File: src/rtl/sar_pkg.sv
// sar_pkg: shared constants, types and helpers for the SAR result-capture path.
//   BIT_ADC    : code width produced by the 6-bit SAR logic
//   sar_code_t : one finished conversion code
//   clog2()    : ceiling log2, used to size FIFO pointers and occupancy counts
package sar_pkg;

    localparam int BIT_ADC = 6;

    typedef logic [BIT_ADC-1:0] sar_code_t;

    // Ceiling log2 for elaboration-time sizing; clog2(1) = 0, clog2(4) = 2.
    function automatic int clog2(input int value);
        int result;
        int rem;
        result = 0;
        rem    = value - 1;
        while (rem > 0) begin
            result = result + 1;
            rem    = rem >> 1;
        end
        return result;
    endfunction

endpackage

File: src/rtl/sar_sync_fifo.sv
// sar_sync_fifo: generic single-clock FIFO, DEPTH entries of WIDTH bits.
// Pointers are one bit wider than the address so full and empty are told apart
// by the MSB; they wrap naturally. DEPTH must be a power of two, >= 2.
// Ports:
//   CLK, RST  : clock, asynchronous active-high reset (pointers only)
//   PUSH      : write WR_DATA; accepted when not full, or when full and a pop
//               happens on the same edge
//   POP       : remove head entry; ignored when empty
//   WR_DATA   : entry to write
//   RD_DATA   : head entry, combinational; 0 when empty
//   FULL      : DEPTH entries held
//   EMPTY     : no entries held
//   COUNT     : occupancy, 0..DEPTH
module sar_sync_fifo
    import sar_pkg::*;
#(
    parameter int WIDTH = 6,
    parameter int DEPTH = 4
) (
    input  logic                    CLK,
    input  logic                    RST,
    input  logic                    PUSH,
    input  logic                    POP,
    input  logic [WIDTH-1:0]        WR_DATA,
    output logic [WIDTH-1:0]        RD_DATA,
    output logic                    FULL,
    output logic                    EMPTY,
    output logic [clog2(DEPTH):0]   COUNT
);

    localparam int AW = clog2(DEPTH);
    localparam logic [AW:0] PTR_ONE = 1;

    logic [WIDTH-1:0] mem [DEPTH];
    logic [AW:0]      wr_ptr;
    logic [AW:0]      rd_ptr;
    logic             pop_ok;
    logic             push_ok;

    assign EMPTY = (wr_ptr == rd_ptr);
    assign FULL  = (wr_ptr[AW] != rd_ptr[AW]) && (wr_ptr[AW-1:0] == rd_ptr[AW-1:0]);
    assign COUNT = wr_ptr - rd_ptr;

    // A full FIFO can still take a push when the head leaves on the same edge.
    assign pop_ok  = POP && !EMPTY;
    assign push_ok = PUSH && (!FULL || pop_ok);

    assign RD_DATA = EMPTY ? '0 : mem[rd_ptr[AW-1:0]];

    always_ff @(posedge CLK or posedge RST) begin
        if (RST) begin
            wr_ptr <= '0;
            rd_ptr <= '0;
        end else begin
            if (push_ok) wr_ptr <= wr_ptr + PTR_ONE;
            if (pop_ok)  rd_ptr <= rd_ptr + PTR_ONE;
        end
    end

    // NOTE: storage has no reset; the pointers alone decide which entries are
    // live, so clearing the array would only cost reset fan-out.
    always_ff @(posedge CLK) begin
        if (push_ok) mem[wr_ptr[AW-1:0]] <= WR_DATA;
    end

endmodule

File: src/rtl/sar_code_fifo.sv
// sar_code_fifo: captures each finished SAR code on the rising edge of EOC and
// queues it for a slower reader, with a sticky overflow flag.
// Build option: define SAR_AVG_EN to average 2^AVG_LOG2 conversions into one
// queued code (truncating divide). Without it every conversion is queued.
// Ports:
//   CLK       : system clock, shared with the SAR logic
//   RST       : asynchronous active-high reset
//   EOC       : end-of-conversion, one or more cycles high per conversion
//   ADC_CODE  : finished code, stable while EOC is high
//   RD_EN     : pop request, ignored while RD_VALID = 0
//   OVF_CLR   : clears OVF (a new overflow on the same edge wins)
//   RD_DATA   : head-of-FIFO code, 0 when empty
//   RD_VALID  : FIFO not empty
//   COUNT     : FIFO occupancy
//   OVF       : sticky, a result was dropped because the FIFO was full
module sar_code_fifo #(
    parameter int BIT_ADC  = sar_pkg::BIT_ADC,
    parameter int DEPTH    = 4,
    parameter int AVG_LOG2 = 2
) (
    input  logic                          CLK,
    input  logic                          RST,
    input  logic                          EOC,
    input  logic [BIT_ADC-1:0]            ADC_CODE,
    input  logic                          RD_EN,
    input  logic                          OVF_CLR,
    output logic [BIT_ADC-1:0]            RD_DATA,
    output logic                          RD_VALID,
    output logic [sar_pkg::clog2(DEPTH):0] COUNT,
    output logic                          OVF
);

    if (DEPTH < 2 || (DEPTH & (DEPTH - 1)) != 0) begin : g_bad_depth
        $error("sar_code_fifo: DEPTH must be a power of two >= 2");
    end
    if (AVG_LOG2 < 1) begin : g_bad_avg
        $error("sar_code_fifo: AVG_LOG2 must be >= 1");
    end

    logic               eoc_d;
    logic               smp;
    logic               push;
    logic [BIT_ADC-1:0] push_data;
    logic               fifo_full;
    logic               fifo_empty;
    logic               pop;
    logic               drop;
    logic               ovf_q;

    // A held EOC yields one sample event: only the low-to-high step counts.
    always_ff @(posedge CLK or posedge RST) begin
        if (RST) eoc_d <= 1'b0;
        else     eoc_d <= EOC;
    end

    assign smp = EOC && !eoc_d;

`ifdef SAR_AVG_EN
    localparam int ACC_W = BIT_ADC + AVG_LOG2;

    logic [ACC_W-1:0]    acc;
    logic [ACC_W-1:0]    acc_sum;
    logic [AVG_LOG2-1:0] cnt;
    logic                last_smp;

    // Width is sized so that 2^AVG_LOG2 full-scale codes cannot wrap.
    assign acc_sum  = acc + ACC_W'(ADC_CODE);
    assign last_smp = &cnt;

    assign push      = smp && last_smp;
    assign push_data = acc_sum[ACC_W-1:AVG_LOG2];

    always_ff @(posedge CLK or posedge RST) begin
        if (RST) begin
            acc <= '0;
            cnt <= '0;
        end else if (smp) begin
            if (last_smp) begin
                acc <= '0;
                cnt <= '0;
            end else begin
                acc <= acc_sum;
                cnt <= cnt + 1'b1;
            end
        end
    end
`else
    assign push      = smp;
    assign push_data = ADC_CODE;
`endif

    assign pop  = RD_EN && !fifo_empty;
    assign drop = push && fifo_full && !pop;

    sar_sync_fifo #(
        .WIDTH (BIT_ADC),
        .DEPTH (DEPTH)
    ) u_fifo (
        .CLK     (CLK),
        .RST     (RST),
        .PUSH    (push),
        .POP     (pop),
        .WR_DATA (push_data),
        .RD_DATA (RD_DATA),
        .FULL    (fifo_full),
        .EMPTY   (fifo_empty),
        .COUNT   (COUNT)
    );

    // Set has priority so an overflow coinciding with a clear is not lost.
    always_ff @(posedge CLK or posedge RST) begin
        if (RST)          ovf_q <= 1'b0;
        else if (drop)    ovf_q <= 1'b1;
        else if (OVF_CLR) ovf_q <= 1'b0;
    end

    assign RD_VALID = !fifo_empty;
    assign OVF      = ovf_q;

endmodule
File: config.mk
export PLATFORM = sky130hd
export DESIGN_NAME = sar_code_fifo
export DESIGN_NICKNAME = d
export VERILOG_FILES = /design/src/rtl/sar_pkg.sv /design/src/rtl/sar_sync_fifo.sv /design/src/rtl/sar_code_fifo.sv
export SDC_FILE = /design/constraint.sdc
export NUM_CORES = 1
export LEC_CHECK = 0
export CAP_MARGIN = 10
export CORE_MARGIN = 4
export CORE_UTILIZATION = 46
export CTS_BUF_LIST = sky130_fd_sc_hd__clkbuf_4 sky130_fd_sc_hd__clkbuf_8
export CTS_CLUSTER_SIZE = 8
export DETAILED_ROUTE_END_ITERATION = 7
export GPL_ROUTABILITY_DRIVEN = 0
export PLACE_DENSITY = 0.79
export SYNTH_ARGS = -nofsm -noshare
export SYNTH_HDL_FRONTEND = slang
export SYNTH_SLANG_ARGS = --single-unit
File: constraint.sdc
create_clock -name CLK -period 1.96 [get_ports CLK]
set_input_delay 0.392 -clock CLK [delete_from_list [all_inputs] [get_ports CLK]]
set_output_delay 0.392 -clock CLK [all_outputs]
set_load 0.005 [all_outputs]
# Word level (Yosys, flattened, before mapping)
# Memory sizes are Yosys's and may differ from the RTL's.
# Index checks and enable logic that the tools add are counted.
[totals] regBits=8 ram_bits=24 in_bits=11 output_inout_bits=11 word_cells=29 mem_count=1
[memory_table] memory="u_fifo.mem" depth=4 word_bits=6 rd=1 rd_ports_with_merged_regs=0 wr=1 line="sar_sync_fifo.sv:34" text="logic [WIDTH-1:0] mem [DEPTH];"
[op_classes] add_sub_neg=3 n_eq_ne=3 muxes=5 reduce_logical=13
[ops] operator="1-bit logical AND" count=7
[ops] operator="3-bit by 1-bit adder with 3-bit output (second input constant)" count=2
[ops] operator="6-bit two-way mux" count=1
[ops] operator="1-bit logical NOT" count=4
[ops] operator="1-bit two-way mux" count=4
[ops] operator="3-bit equality test" count=1
[ops] operator="3-bit subtractor" count=1
[ops] operator="2-bit equality test" count=1
[ops] operator="2-bit nonzero test" count=1
[ops] operator="1-bit logical OR" count=1
[ops] operator="1-bit != test" count=1

# Longest topological paths before layout
[depth] word_depth=8 ltp_mapped=6 ltp_nobuf=5

# Cells and area by module
# A second synthesis with hierarchy kept.
[unflattened] cells_unflattened=93 area_unflattened_um2=1466.4
[modules_own_cells] module="sar_sync_fifo" n_inst=1 cells_per_inst=84 area_each_um2=1371.3
[modules_own_cells] module="sar_code_fifo" n_inst=1 cells_per_inst=9 area_each_um2=95.1

# Least setup slack after synthesis
# Ideal clock, no wire load.
[synth_timing] path_kind="flip-flop to flip-flop" start="reg u_fifo.rd_ptr[1]" end="mem u_fifo.mem[2][0], enable pin" setup_time_ps=320 arrival_time_ps=1578 t_required_ps=1640 setup_slack_ps=61 path_stages_with_launch=7 cell_sequence="dfrtp_1 > clkbuf_1 > inv_1 > ha_1 > nand3b_1 > o21a_1 > and2_1"
[synth_via] elab_chain_len=8 word_cells_on_any_way=11
[synth_rtl] element="start, declared" line="sar_sync_fifo.sv:36" text="logic [AW:0] rd_ptr;"
[synth_rtl] element="start signal, assigned" line="sar_sync_fifo.sv:56" text="if (pop_ok) rd_ptr <= rd_ptr + PTR_ONE;"
[synth_rtl] element="3-bit equality test" line="sar_sync_fifo.sv:40" text="assign EMPTY = (wr_ptr == rd_ptr);"
[synth_rtl] element="1-bit logical NOT" line="sar_sync_fifo.sv:45, sar_code_fifo.sv:92"
[synth_rtl] element="1-bit logical AND" line="sar_code_fifo.sv:92" text="assign pop = RD_EN && !fifo_empty;"
[synth_rtl] element="1-bit logical AND" line="sar_sync_fifo.sv:45" text="assign pop_ok = POP && !EMPTY;"
[synth_rtl] element="1-bit logical OR (*)" line="sar_sync_fifo.sv:46" text="assign push_ok = PUSH && (!FULL || pop_ok);"
[synth_rtl] element="1-bit logical AND (*)" line="sar_sync_fifo.sv:46"
[synth_rtl] element="1-bit two-way mux (*)" line="sar_sync_fifo.sv:63" text="if (push_ok) mem[wr_ptr[AW-1:0]] <= WR_DATA;"
[synth_rtl] element="1-bit two-way mux (not written as such) (*)" line="sar_sync_fifo.sv:63"
[synth_rtl] element="end, declared" line="sar_sync_fifo.sv:34"
# Every way passes the cells marked *; elsewhere a longest branch is shown, timed or not.

# Worst setup path in the final report
[layout_timing] start="reg u_fifo.rd_ptr[0]" end="out RD_DATA[1]"
[layout_via] elab_chain_len=2 word_cells_on_any_way=3
[layout_rtl] element="memory read 4 x 6 bit / 3-bit equality test (equally long branches)"
[layout_rtl] element="6-bit two-way mux (*)" line="sar_sync_fifo.sv:48" text="assign RD_DATA = EMPTY ? '0 : mem[rd_ptr[AW-1:0]];"
[layout_rtl] element="end, declared" line="sar_code_fifo.sv:27" text="output logic [BIT_ADC-1:0] RD_DATA,"
# Marks and branches as above.

==> impl_results.md <==
- WP data arrival: 1.79 ns
- Vias: 901
- Max-cap violations: 0
- Initial antenna violation count: 0
- Slew Limit Headroom: 71.4%
- Rows: 19
- # setup viols final: 8
- Most frequent cell on the critical path: buf_6
- Minimum clock period: 2.19 ns
- Synth Net Count: 106
- Failing checks: negative setup slack
- Synth Register Bits: 32
- Critical path's top delay family: multiplexers
- Status: finished with violations
- Cts bufs inserted: 5
- Slowest cell on the critical path: mux4_2
- Clk root buf: clkbuf_4
- Mapped cell area: 1420 µm²
- WL final: 3090 µm
- Drt initial violations: 36
- Async S/R FF share, synth: 25.0%
- Final HPWL DP: 1970 µm
- Post-Syn Instances: 87
- Max Clk Rate: 458 MHz
- Max Root-Sink Buffers: 2
- Critical Path Max Stage Delay: 0.50 ns
- CP Class: flop to output port
- # IOs: 22
- DRC: 0
- Post-synth top area cell: edfxtp_1
- DR WL/cell: 17.5 µm
- Class of the worst hold path: input port to asynchronous set/reset pin
- Yosys warns: 0
- Post-synth EDFFs: 24
- LEAKAGE: 0.861 nW
- Most frequent cells in the layout: edfxtp_1, buf_4, clkdlybuf4s50_1, dfrtp_1, buf_2
- Initial Util: 49.8%
- Vias per Instance: 5.12
- Die ar.: 4040 µm²
- Sequential fraction of the synthesis area: 64.8%
- Hold Vio Cnt, Final: 0
- Main area contributors after synthesis: edfxtp_1, dfrtp_1, mux4_2, ha_1, nor2b_1
- Gr ovfl total: 0
- Final WS setup: -0.225 ns
- Dominant synthesized flop cell: edfxtp_1
- Pre-antenna DRT Iters: 4
- Leading cell type in the layout, fill and taps excluded: edfxtp_1
- RSZ-0062 raised after global routing: yes
- CP Buf/Inv Count: 3
- Peak VDD IR: 1.30 mV
- Setup Skew: 0.00831 ns
- Clock Pin Slew Worst Setup and Hold Paths: 0.10 ns
- Finished Layout Cells: 176
- Fill count: 176
- Clk Latency, worst-skew pair: 0.34 ns
- Largest net degree at the start of global routing: 12
- Cells after DPL: 155
- Final period util: 112%
- Vias in the first global route: 1,008
- PD cells: 1700 nW/µm²
- Total Routing Usage GR: 18.0%
- Setup_tns: -1.27 ns
- Required time of the critical path: 1.57 ns
- First-pass GRT wire length: 5120 µm
- Distinct cells, synth: 23
- Share of cells above drive strength 1: 46.9%
- CP Launch Type: flop
- Critical path endpoint category: output port
- Crit-path cells: buf_6 -> buf_6 -> mux4_2 -> nor2b_4 -> buf_2
- Post-route ant nets: 0
- CTS tree: done
- H-Tree Depth: 2
- Share of the synthesized area in the top cell type: 50.7%
- Die H: 63.6 µm
- Final Max Slew Viols: 0
- Worst Path Max Fanout: 5
- Area delta synth->final: 44.7%
- Pin slew with the least headroom to its limit: 0.424 ns
- CTS Hold Bufs: 0
- Final #Nets: 163
- Core area: 2850 µm²
- Sink Count: 32
- Syn_area_per_cell: 16.3 µm²
- Final antenna diode count: 0
- I/O Buffers: 21
- Total power draw: 3.49 mW
- Die W: 63.6 µm
[through the flow]
| step | util (%) | cell area (µm²) | hold slack [ns] | setup WS, ns |
|---|---|---|---|---|
| after floorplan | - | 1420 | 0.208 | 0.0614 |
| after global placement | 63.8 | 1820 | 0.490 | -0.133 |
| after detailed placement | 63.8 | 1820 | 0.508 | -0.212 |
| after CTS | 70.9 | 2020 | 0.299 | -0.197 |
| after global routing | 72.0 | 2050 | 0.327 | -0.294 |
| final | 72.0 | 2050 | 0.296 | -0.225 |
[path summary, 6_finish.rpt]
check / startpoint / end / slack (ns) / depth (start not counted)
max: u_fifo.rd_ptr[0] / RD_DATA[1] / -0.23 / 5
min: RST / eoc_d / 0.30 / 2
max reg2reg: u_fifo.wr_ptr[2] / u_fifo.mem[2][1] / 0.11 / 6
min reg2reg: OVF / OVF / 0.52 / 1
max in group asynchronous: RST / u_fifo.rd_ptr[0] / 1.42 / 2
min in group CLK: EOC / eoc_d / 0.51 / 1
[cell usage after synthesis, drive strengths merged, types with 2 or more instances]
master / n
ha: 7
and2: 3
nor2: 3
xnor2: 5
nand2: 2
edfxtp: 24
mux4: 6
nor2b: 7
mux2: 2
inv: 9
dfrtp: 8
[sequential cells by signal (all words and copies together) (netlist names)]
signal / count
OVF: 1
u_fifo.mem: 24
u_fifo.wr_ptr: 3
u_fifo.rd_ptr: 3
eoc_d: 1
[power breakdown]
group / internal [mW] / switching, mW / total [mW]
clock network: 0.266 / 0.232 / 0.498
logic: 1.20 / 0.859 / 2.06
registers: 0.860 / 0.0750 / 0.935
[cell families (layout without fill, tap and decap cells)]
kind of cell             count (synthesis)  count (layout)  share of synthesized area (%)
flip-flops                              32              32                           64.8
AND/OR/NAND/NOR                         17              17                           6.78
buffers and inverters                   11              69                           2.99
adder cells (fa/ha/maj)                  8               8                           7.58
multiplexers                             8               8                           11.4
XOR/XNOR                                 6               6                           3.70
AO/OA/AOI/OAI                            5               5                           2.73
[timing repair]
item	4_1_cts	5_1_grt
resized for setup	52	5
endpoints found under the setup margin	10	9
pin swaps	3	1
setup buffers	11	2
[routing by layer]
metal | wire length, µm | vias up | GRT usage [%]
li1 | - | 427 | -
met1 | 1240 | 446 | 19.2
met2 | 1640 | 24 | 30.6
met3 | 153 | 4 | 7.82
met4 | 51 | 0 | 8.09
met5 | 0 | - | 0
[cell type report]
| class | count | area, µm² | share of cell area, % |
|---|---|---|---|
| Clock buffer | 5 | 37.5 | 1.83 |
| Clock inverter | 3 | 42.5 | 2.07 |
| Inverter | 9 | 33.8 | 1.64 |
| Multi-Input combinational cell | 44 | 537 | 26.1 |
| Sequential cell | 32 | 921 | 44.8 |
| Tap cell | 31 | 38.8 | 1.89 |
| Timing Repair Buffer | 52 | 444 | 21.6 |
No activity file was read; power rests on OpenSTA's default activity.
